File: src/rtl/long_divider_pkg.sv
// Shared widths and FSM state encoding for the shared long-divider front-end.
package long_divider_pkg;
    localparam int DIV_DW = 7;
    localparam int DIV_MW = 4;
    localparam int DIV_QW = 4;

    typedef enum logic [1:0] {
        ST_IDLE   = 2'd0,
        ST_SETTLE = 2'd1,
        ST_RESP   = 2'd2
    } div_arb_state_t;
endpackage

File: src/rtl/long_divider.sv
// Combinational restoring long divider: 7-bit dividend by 4-bit divisor.
// Quotient is truncated to DIV_QW bits; results are meaningless for M==0.
module long_divider
    import long_divider_pkg::*;
(
    input  logic [DIV_DW-1:0] D,
    input  logic [DIV_MW-1:0] M,
    output logic [DIV_QW-1:0] Q,
    output logic [DIV_MW-1:0] R
);
    logic [DIV_MW:0]   rem;
    logic [DIV_DW-1:0] dd;
    logic [DIV_QW-1:0] quo;
    logic              ge;

    always_comb begin
        rem = '0;
        dd  = D;
        quo = '0;
        ge  = 1'b0;
        // Dividend bits enter MSB-first; quotient shifts left so only the low bits survive.
        for (int i = 0; i < DIV_DW; i++) begin
            rem = {rem[DIV_MW-1:0], dd[DIV_DW-1]};
            dd  = dd << 1;
            ge  = (rem >= {1'b0, M});
            if (ge) rem = rem - {1'b0, M};
            quo = {quo[DIV_QW-2:0], ge};
        end
        Q = quo;
        R = rem[DIV_MW-1:0];
    end
endmodule

File: src/rtl/long_divider_arbiter.sv
// Round-robin front-end sharing one long_divider between NUM_REQ requesters,
// with a fixed operand settle window and a valid/ready tagged response.
module long_divider_arbiter
    import long_divider_pkg::*;
#(
    parameter  int NUM_REQ       = 2,
    parameter  int SETTLE_CYCLES = 2,
    localparam int IDW           = (NUM_REQ > 1) ? $clog2(NUM_REQ) : 1
) (
    input  logic                      clk,
    input  logic                      rst,
    input  logic [NUM_REQ-1:0]        req_valid,
    output logic [NUM_REQ-1:0]        req_ready,
    input  logic [DIV_DW*NUM_REQ-1:0] req_D,
    input  logic [DIV_MW*NUM_REQ-1:0] req_M,
    output logic                      rsp_valid,
    input  logic                      rsp_ready,
    output logic [IDW-1:0]            rsp_id,
    output logic [DIV_QW-1:0]         rsp_Q,
    output logic [DIV_MW-1:0]         rsp_R,
    output logic                      rsp_err,
    output logic                      busy
);
    localparam int CW = (SETTLE_CYCLES > 1) ? $clog2(SETTLE_CYCLES) : 1;

    div_arb_state_t state_q;
    logic [IDW-1:0]    last_grant_q, id_q, rsp_id_q;
    logic [CW-1:0]     cnt_q;
    logic [DIV_DW-1:0] d_q;
    logic [DIV_MW-1:0] m_q;
    logic              rsp_valid_q, rsp_err_q;
    logic [DIV_QW-1:0] rsp_q_q;
    logic [DIV_MW-1:0] rsp_r_q;

    logic [NUM_REQ-1:0][DIV_DW-1:0] req_d_arr;
    logic [NUM_REQ-1:0][DIV_MW-1:0] req_m_arr;
    assign req_d_arr = req_D;
    assign req_m_arr = req_M;

    logic [IDW-1:0] gnt;
    logic           gnt_vld;
    int             idx;

    // Walk from the farthest candidate inward so the nearest one after last_grant wins.
    always_comb begin
        gnt     = '0;
        gnt_vld = 1'b0;
        idx     = 0;
        for (int k = NUM_REQ; k >= 1; k--) begin
            idx = (int'(last_grant_q) + k) % NUM_REQ;
            if (req_valid[IDW'(idx)]) begin
                gnt     = IDW'(idx);
                gnt_vld = 1'b1;
            end
        end
    end

    always_comb begin
        req_ready = '0;
        if (state_q == ST_IDLE && gnt_vld) req_ready[gnt] = 1'b1;
    end

    logic [DIV_QW-1:0] div_q;
    logic [DIV_MW-1:0] div_r;
    logic              dbz, ovf, err_c;

    long_divider u_div (.D(d_q), .M(m_q), .Q(div_q), .R(div_r));

    assign dbz   = (m_q == '0);
    assign ovf   = ({1'b0, d_q} >= {m_q, {DIV_QW{1'b0}}});
    assign err_c = dbz | ovf;

    always_ff @(posedge clk or posedge rst) begin
        if (rst) begin
            state_q      <= ST_IDLE;
            last_grant_q <= IDW'(NUM_REQ - 1);
            id_q         <= '0;
            cnt_q        <= '0;
            d_q          <= '0;
            m_q          <= '0;
            rsp_valid_q  <= 1'b0;
            rsp_id_q     <= '0;
            rsp_q_q      <= '0;
            rsp_r_q      <= '0;
            rsp_err_q    <= 1'b0;
        end else begin
            case (state_q)
                ST_IDLE: if (gnt_vld) begin
                    d_q          <= req_d_arr[gnt];
                    m_q          <= req_m_arr[gnt];
                    id_q         <= gnt;
                    last_grant_q <= gnt;
                    cnt_q        <= CW'(SETTLE_CYCLES - 1);
                    state_q      <= ST_SETTLE;
                end
                ST_SETTLE: if (cnt_q == '0) begin
                    rsp_valid_q <= 1'b1;
                    rsp_id_q    <= id_q;
                    rsp_err_q   <= err_c;
                    rsp_q_q     <= err_c ? '0 : div_q;
                    rsp_r_q     <= err_c ? '0 : div_r;
                    state_q     <= ST_RESP;
                end else begin
                    cnt_q <= cnt_q - CW'(1);
                end
                ST_RESP: if (rsp_ready) begin
                    rsp_valid_q <= 1'b0;
                    state_q     <= ST_IDLE;
                end
                default: state_q <= ST_IDLE;
            endcase
        end
    end

    assign rsp_valid = rsp_valid_q;
    assign rsp_id    = rsp_id_q;
    assign rsp_Q     = rsp_q_q;
    assign rsp_R     = rsp_r_q;
    assign rsp_err   = rsp_err_q;
    assign busy      = (state_q != ST_IDLE);
endmodule

File: config.mk
export PLATFORM = sky130hd
export DESIGN_NAME = long_divider_arbiter
export DESIGN_NICKNAME = d
export VERILOG_FILES = /design/src/rtl/long_divider_pkg.sv /design/src/rtl/long_divider.sv /design/src/rtl/long_divider_arbiter.sv
export SDC_FILE = /design/constraint.sdc
export NUM_CORES = 1
export LEC_CHECK = 0
export BUFFER_PORTS_ARGS = -buffer_cell sky130_fd_sc_hd__buf_2
export CAP_MARGIN = 15
export CELL_PAD_IN_SITES_DETAIL_PLACEMENT = 0
export CELL_PAD_IN_SITES_GLOBAL_PLACEMENT = 2
export CORE_ASPECT_RATIO = 0.9
export CORE_MARGIN = 3
export CORE_UTILIZATION = 35
export DETAILED_ROUTE_END_ITERATION = 16
export GPL_TIMING_DRIVEN = 0
export PLACE_DENSITY_LB_ADDON = 0.1
export SLEW_MARGIN = 40
export SYNTH_ARGS = -nofsm -noshare
export SYNTH_HDL_FRONTEND = slang
export SYNTH_SLANG_ARGS = --single-unit
File: constraint.sdc
create_clock -name clk -period 12.4 [get_ports clk]
set_input_delay 1.24 -clock clk [delete_from_list [all_inputs] [get_ports clk]]
set_output_delay 1.24 -clock clk [all_outputs]
set_load 0.02 [all_outputs]
Yosys cells after proc, flatten, opt, wreduce, memory -nomap -nowiden
Index checks and enable logic that the tools add are counted.
- bits in registers: 27
- input bits: 27
- output and inout bits: 14
- logic and storage cells: 86
- $add $sub $neg: 10
- $lt $le $gt $ge: 12
- equality and inequality tests: 5
- muxes and demuxes: 34
- bitwise operators: 2
- reductions and logical operators: 12
- operators by type and width (operator ; number):
    $mux 4 ; 11
    $ge 5x4->1 ; 6
    $sub 4x4->4 ; 6
    $mux 7 ; 2
    $mux 1 ; 13
    $ge 7x8->1 ; 1
    $mux 2 ; 4
    $lt 1x3->1 const B ; 2
    $ne 2x2->1 const B ; 3
    $pmux 2 s3 ; 1
    $reduce_and 2->1 ; 3
    $reduce_and 3->1 ; 2
    $reduce_bool 2->1 ; 3
    $ge 1x4->1 ; 1
    $logic_not 4->1 ; 1
    $pmux 1 s2 ; 2
    $sub 1x4->4 ; 1
    $add 1x1->1 const B ; 2
    $eq 2x1->1 const B ; 1
    $eq 2x2->1 const B ; 1
    $logic_and 1x1->1 ; 2
    $logic_not 2->1 ; 1
    $lt 1x2->1 const B ; 1
    $demux 1 s1 ; 1
    4 further kinds ; 4

Logic depth before layout (Yosys ltp)
Gate-level depths: netlist of the first run.
- depth after elaboration: 15
- mapped depth: 55
- mapped depth without buffers: 54

Cells and area by module
From an unflattened synthesis of the first run, not the netlist that was laid out.
- cells, all modules: 292
- area, all modules: 2713.9 µm²
- modules (own cells, without submodules) (module ; instances ; cells an instance ; area an instance (µm²) ; seq. area each (µm²)):
    long_divider ; 1 ; 179 ; 1470.2 ; 0.0
    long_divider_arbiter ; 1 ; 113 ; 1243.7 ; 676.9

Worst setup path before layout of the first run
OpenSTA, ideal clock, no wires.
- path kind: reg2reg
- from: register m_q[1]
- to: register rsp_r_q[0] (netlist: rsp_R[0])
- library setup time: 121 ps
- arrival time: 9985 ps
- data required time: 12279 ps
- slack: 2294 ps
- cell stages (with the launch flop): 51
- path buffers: 1
- period minus slack after synthesis: 10106 ps
- path through: dfrtp_1 > inv_1 > ha_1 > or2b_1 > a31o_2 > inv_1 > ha_1 > nor2_2 > a21boi_2 > o211ai_4 > mux2_2 > ha_1 > a21oi_1 > o21ai_0 > a211oi_4 > and2b_1 > a21oi_1 > ha_1 > [... 15 more ...] > mux2_2 > inv_1 > ha_1 > o21ai_0 > nand2b_1 > a21o_1 > a221o_1 > or3_4 > mux2_4 > inv_1 > ha_1 > o21ai_0 > nand2b_1 > a21o_1 > a21oi_1 > o211ai_4 > mux2i_1 > a22o_1
- cells in the longest elaborated chain, start to end: 15
- elaborated cells on any way between the ends: 24
- those cells by class: add/sub (6); order compare (8); mux (8); bitwise (1); reduce/logical (1)
- ends and longest elaborated chain (item ; line ; RTL):
    start, declared ; long_divider_arbiter.sv:30 ; logic [DIV_MW-1:0] m_q;
    start signal, assigned ; long_divider_arbiter.sv:90 ; m_q <= req_m_arr[gnt];
    $sub 1x4->4 / $ge 1x4->1 (equally long branches) ; long_divider.sv:26, long_divider.sv:25 ;
    $mux 4 ; long_divider.sv:26 ; if (ge) rem = rem - {1'b0, M};
    $sub 4x4->4 / $ge 5x4->1 (equally long branches) ; long_divider.sv:26, long_divider.sv:25 ;
    $mux 4 ; long_divider.sv:26 ;
    $sub 4x4->4 / $ge 5x4->1 (equally long branches) ; long_divider.sv:26, long_divider.sv:25 ;
    $mux 4 ; long_divider.sv:26 ;
    $ge 5x4->1 / $sub 4x4->4 (equally long branches) ; long_divider.sv:25, long_divider.sv:26 ;
    $mux 4 ; long_divider.sv:26 ;
    $sub 4x4->4 / $ge 5x4->1 (equally long branches) ; long_divider.sv:26, long_divider.sv:25 ;
    $mux 4 ; long_divider.sv:26 ;
    $sub 4x4->4 / $ge 5x4->1 (equally long branches) ; long_divider.sv:26, long_divider.sv:25 ;
    $mux 4 ; long_divider.sv:26 ;
    $ge 5x4->1 ; long_divider.sv:25 ; ge = (rem >= {1'b0, M});
    $mux 4 ; long_divider.sv:26 ;
    $mux 4 (*) ; long_divider_arbiter.sv:101 ; rsp_r_q <= err_c ? '0 : div_r;
    end signal, assigned ; long_divider_arbiter.sv:101 ;
    end, declared ; long_divider_arbiter.sv:33 ; logic [DIV_MW-1:0] rsp_r_q;
Mark *: on every way between the ends. The rest lies on a longest branch, timed or not.
A chain may end at the register's enable or synchronous reset.

Worst setup path after layout of the first run
Same ends and word-level chain as after synthesis.

==> results of run 1 <==
==> how the worst min path moves through the flow <==
stage / from / to / slack, ns / cells past startpoint
finish: rsp_Q[1] / rsp_Q[1] / 0.49 / 2
global route: rsp_R[3] / rsp_R[3] / 0.52 / 2
CTS: rsp_Q[2] / rsp_Q[2] / 0.49 / 2
detailed placement: rsp_Q[2] / rsp_Q[2] / 0.47 / 2
global placement: rsp_Q[2] / rsp_Q[2] / 0.46 / 2
floorplan: state_q[1] / state_q[0] / 0.46 / 1
==> sequential cells by signal, summed over array words and instances (netlist names) <==
register and count:
d_q 7, rsp_valid 1, id_q 1, cnt_q 1, rsp_err 1, last_grant_q 1
rsp_id 1, m_q 4, rsp_R 4, rsp_Q 4, state_q 2
==> metal layers <==
metal  track usage  vias up
met2        0.2475       27
met5             0        -
met4      0.006378        0
li1              -     1079
met1        0.1991      962
met3       0.02468        0
==> synth_stat cells (3+ instances only) <==
cell,number,area share
o31ai_1,3,0.0086
xor2_1,7,0.024
xnor2_1,7,0.024
nor3_1,5,0.0096
o21ai_0,12,0.023
mux2_2,4,0.017
nand2b_1,7,0.017
mux2i_1,20,0.077
a22o_1,3,0.010
a21oi_1,30,0.058
ha_1,29,0.14
clkbuf_1,6,0.0086
nand3_1,4,0.0077
a21o_1,9,0.026
nand2_1,12,0.017
dfrtp_1,26,0.25
fa_1,6,0.046
nor2_1,22,0.032
inv_1,30,0.043
==> area by class of cell <==
type                    instances  area (um2)  share of cell area
repair buffers                 39       195.2             0.06577
clock buffers                   3       41.29             0.01391
well taps                      93       116.4             0.03921
inverters                      30       112.6             0.03794
flip-flops and latches         27       678.2              0.2285
clock inverters                 1       5.005            0.001686
multi-input cells             219        1785              0.6016
plain buffers                   7       33.78             0.01138
==> tightest hold or removal path, stage by stage (launching register included) <==
cell and delay, ns:
dfrtp_1 0.35, nand2_1 0.05, o21ai_0 0.06
==> cells by family (layout without fill, tap and decap cells) <==
| kind of cell | Yosys count | count (layout) |
|---|---|---|
| simple gates | 66 | 66 |
| compound gates | 77 | 77 |
| xor+xnor | 14 | 14 |
| mux | 27 | 27 |
| fa+ha+maj | 35 | 35 |
| flops | 27 | 27 |
| buf+inv | 37 | 80 |
==> metrics by stage <==
step	setup WS (ns)	utilization	hold slack [ns]	cells
final	1.135	0.4152	0.4909	419
after global routing	0.2174	0.4152	0.5235	419
after CTS	0.7557	0.4150	0.4913	419
after detailed placement	0.8308	0.4085	0.4696	415
after global placement	0.6907	0.4078	0.4649	415
after floorplan	2.294	-	0.4558	283
==> metrics.txt, run 1 <==
outcome finished clean; Critical Path Start Type flop; GP Congestion approximately 0.76; relative slew slack 0.5938; Detailed Route WL about 5900 um; Synth Area in XOR/XNOR 0.04709; vias in the first global route 2039; syn_nets 345; R2R Setup Slk 1.13 ns; most frequent cells in the layout 39 x buf_2, 30 x a21oi_1, 29 x inv_1, 29 x ha_1, 25 x dfrtp_1; DR vias/cell 4.936; sequential share of the synthesized area 0.2600; TritonCTS Buffers 3; WL/cell around 14 um; main combinational cell family by area after synthesis compound AO/OA/AOI/OAI gates; GRT overflow 0; FFs w/ async S/R, synth 1.000; Die Width 96.92 um; Max Fclk approximately 89 MHz; Clock Root Buffer clkbuf_8; maximum buffer depth of the clock tree 2; flops & latches, synth 27; CP Data Arrival Time 11.43 ns; Slew Limit Fails 0; max cap viols 0; Rows 29; Mapped Cells 283; Synth Area in Compound Gates 0.2086; Post-Syn Area 0.002604 mm2; Clock Latency Late Sink 0.27 ns; number of setup buffers added after CTS 0; yosys warns 0; Simple-Gate Fraction of Synth Area 0.1326; filler cell count ~730; Crit Path Class flop to flop; final hold violations 0; first-pass detailed-route iteration total 4; die area 0.008512 mm2; cell mode on critical path ha_1; period utilisation layout 0.9085; Post-Syn Area per Cell roughly 9.2 um2; Starting Density 0.3643; Critical Path Stages approximately 50; commonest non-fill, non-tap cell in the layout buf_2; unrepaired setup endpoints after global routing no; Port-buffer cells 39; top_reg_cell synth dfrtp_1; Area growth syn-to-layout 13.98%; dpl cell area about 0.003 mm2; CP endpoint kind flop; ANT cells 0; EDFF count, synth 0; Clk pin slew, worst setup/hold paths 0.09 ns; Unique masters post-synth 52; Post-Layout Inst Area between 0.002 and 0.003 mm2; core area 0.007148 mm2; Post-Synth Adder-Cell Area 0.1855; DRT met1 WL 2969 um; CP max stage delay approximately 0.64 ns; Top delay family on crit path compound AO/OA/AOI/OAI gates; R2R cell count about 50; Die Y 87.83 um; via count 2068; CP bufs+invs 5; DR iter-0 viols 70; endpoints failing setup 0; Worst Tran Pin Value 0.6093 ns; clock sinks 27; reg2reg end rsp_R[0]; first-pass GRT wire length ~10000 um; initial antenna violation count 0; r2r startpoint m_q[1]; launch point of the worst path m_q[1]; final setup TNS 0 ns; met3 wire length 147 um; H-tree Lvls 1; IO Count about 40; crit path capture rsp_R[0]; Critical Path Fanout Max 13; multiplexer area fraction after synthesis 0.1100; skew final 0.002631 ns; PostCTS Resize Cnt 0; CTS tree done; fin nets 389; Post-DP HPWL ~4700 um; # DRC 0; met2 WL between 2000 and 3000 um; Routed Antenna Nets 0; Max Used Layer met3; number of hold buffers added after CTS 0; post-route minimum period 11.27 ns; GR Util All Layers 0.1431; share of layout cells above drive strength 1 0.2178; largest net degree at the start of global routing 28; Min-Delay Path Class flop to flop; Worst Path Required 12.57 ns; Slowest-stage cell, CP dfrtp_2
Power of run 1 is left out: the tool's default activity adds up to more than one toggle a clock period on the data nets, which glitch-free logic cannot reach.
==> inputs of run 2 (changes only) <==
--- a/config.mk
+++ b/config.mk
@@ -15,6 +15,7 @@
 export DETAILED_ROUTE_END_ITERATION = 16
 export GPL_TIMING_DRIVEN = 0
 export PLACE_DENSITY_LB_ADDON = 0.1
+export REMOVE_ABC_BUFFERS = 1
 export SLEW_MARGIN = 40
 export SYNTH_ARGS = -nofsm -noshare
 export SYNTH_HDL_FRONTEND = slang
==> run 2 against run 1 <==
Effect of this change:
- sequential cell count unchanged
- highest routed layer is now met4
- critical endpoint unchanged
- routed wire length is 3.0% lower
- global-route usage decreased by 0.12 points
==> metrics.txt, run 2 (synthesis gave the netlist of run 1 again) <==
outcome finished clean; Detailed Route WL 5683 um (-3.0%); Critical Path Fanout Max 13 (unchanged); DR vias/cell 5.043 (+2.2%); # DRC 0 (unchanged); relative slew slack 0.6168 (+0.02299); clock sinks 27 (unchanged); ANT cells 0 (unchanged); initial antenna violation count 0 (unchanged); vias in the first global route 2064 (+1.2%); H-tree Lvls 1 (unchanged); Rows 29 (unchanged); CP bufs+invs 4 (-1); Die Width 96.92 um (unchanged); endpoints failing setup 0 (unchanged); first-pass GRT wire length 9970 um (-1.6%); Min-Delay Path Class flop to flop; GRT overflow 0 (unchanged); setup ws final 1.235 ns (+0.1004 ns); largest net degree at the start of global routing 28 (unchanged); Top delay family on crit path compound AO/OA/AOI/OAI gates; Area growth syn-to-layout 13.26%; Inst Count DP 410 (-1.2%); CP endpoint kind flop; hold slack final 0.4811 ns (-0.009793 ns); Worst Path Required 12.56 ns (about the same); CTS tree done; TritonCTS Buffers 3 (unchanged); skew final 0.003589 ns (+0.0009577 ns); Clock Root Buffer clkbuf_8; Clock Latency Late Sink 0.27 ns (about the same); Starting Density 0.3643 (unchanged); number of setup buffers added after CTS 0 (unchanged); DP Worst Slack 0.7856 ns (-0.04519 ns); via count 2088 (+0.97%); final setup TNS 0 ns (unchanged); Crit Path Class flop to flop; Die Y 87.83 um (unchanged); largest register by flop count d_q; most frequent cells in the layout 40 x buf_2, 30 x a21oi_1, 29 x inv_1, 29 x ha_1, 25 x dfrtp_1; Routed Antenna Nets 0 (unchanged); commonest non-fill, non-tap cell in the layout buf_2; WL/cell 13.73 um (-1.8%); CP Data Arrival Time 11.32 ns (-0.11 ns); Slowest-stage cell, CP dfrtp_2; DR iter-0 viols 44 (-37%); final hold violations 0 (unchanged); Port-buffer cells 39 (unchanged); Max Fclk 89.57 MHz (+0.90%); maximum buffer depth of the clock tree 2 (unchanged); core area 0.007148 mm2 (unchanged); Worst Tran Pin Value 0.5739 ns (-0.03532 ns); period utilisation layout 0.9004 (-0.008094); unrepaired setup endpoints after global routing no; die area 0.008512 mm2 (unchanged); Critical Path Start Type flop; CP max stage delay 0.64 ns (about the same); PostCTS Resize Cnt 0 (unchanged); IO Count 41 (unchanged); Post-DP HPWL 4638 um (-0.97%); share of layout cells above drive strength 1 0.2212 (+0.003392); max reg flops 7 (unchanged); post-route minimum period 11.16 ns (-0.1004 ns); Non-Filler Instances 414 (-1.2%); Clk pin slew, worst setup/hold paths 0.09 ns (about the same); fin nets 384 (-1.3%); GR Util All Layers 0.1419 (-0.001166); number of hold buffers added after CTS 0 (unchanged); first-pass detailed-route iteration total 4 (unchanged); Slew Limit Fails 0 (unchanged); GP Congestion 0.7576 (-0.86%); filler cell count 747 (+2.5%); max cap viols 0 (unchanged)
run 2: layout make-up:
cell class	count	area (um2)	area share
clock buffer	4	45.04	0.01527
sequential	27	678.2	0.2300
timing repair buffer	41	211.5	0.07170
multi-input combinational	219	1785	0.6054
inverter	30	112.6	0.03818
tap	93	116.4	0.03946
run 2: final timing paths:
kind / start / to / slack [ns] / cells after the start
min in group asynchronous: rst / m_q[1] / 1.02 / 2
worst min register to register: rsp_Q[1] / rsp_Q[1] / 0.48 / 2
max in group asynchronous: rst / m_q[1] / 10.98 / 2
worst max register to register: m_q[1] / rsp_R[0] / 1.24 / 46
worst min-delay path: rsp_Q[1] / rsp_Q[1] / 0.48 / 2
worst max-delay path: m_q[1] / rsp_R[0] / 1.24 / 46
run 2: metal layers:
metal  up-vias  track usage  routed length (um)
met5         -            0                   0
met4         0     0.007653                   8
met2        23       0.2563                2655
met3         2      0.02468                 157
li1       1080            -                   -
met1       983       0.1884                2862
run 2: worst min-delay path, cell delays in order (launching register included):
cell and delay, ns:
dfrtp_1 0.35, nand2_1 0.04, o21ai_0 0.05
run 2: through the flow:
stage,area (um2),util
after floorplan,2570,-
after global placement,2882,0.4031
after detailed placement,2903,0.4061
after CTS,2948,0.4124
after global routing,2949,0.4126
final,2949,0.4126
Power of run 2 is left out for the same reason.
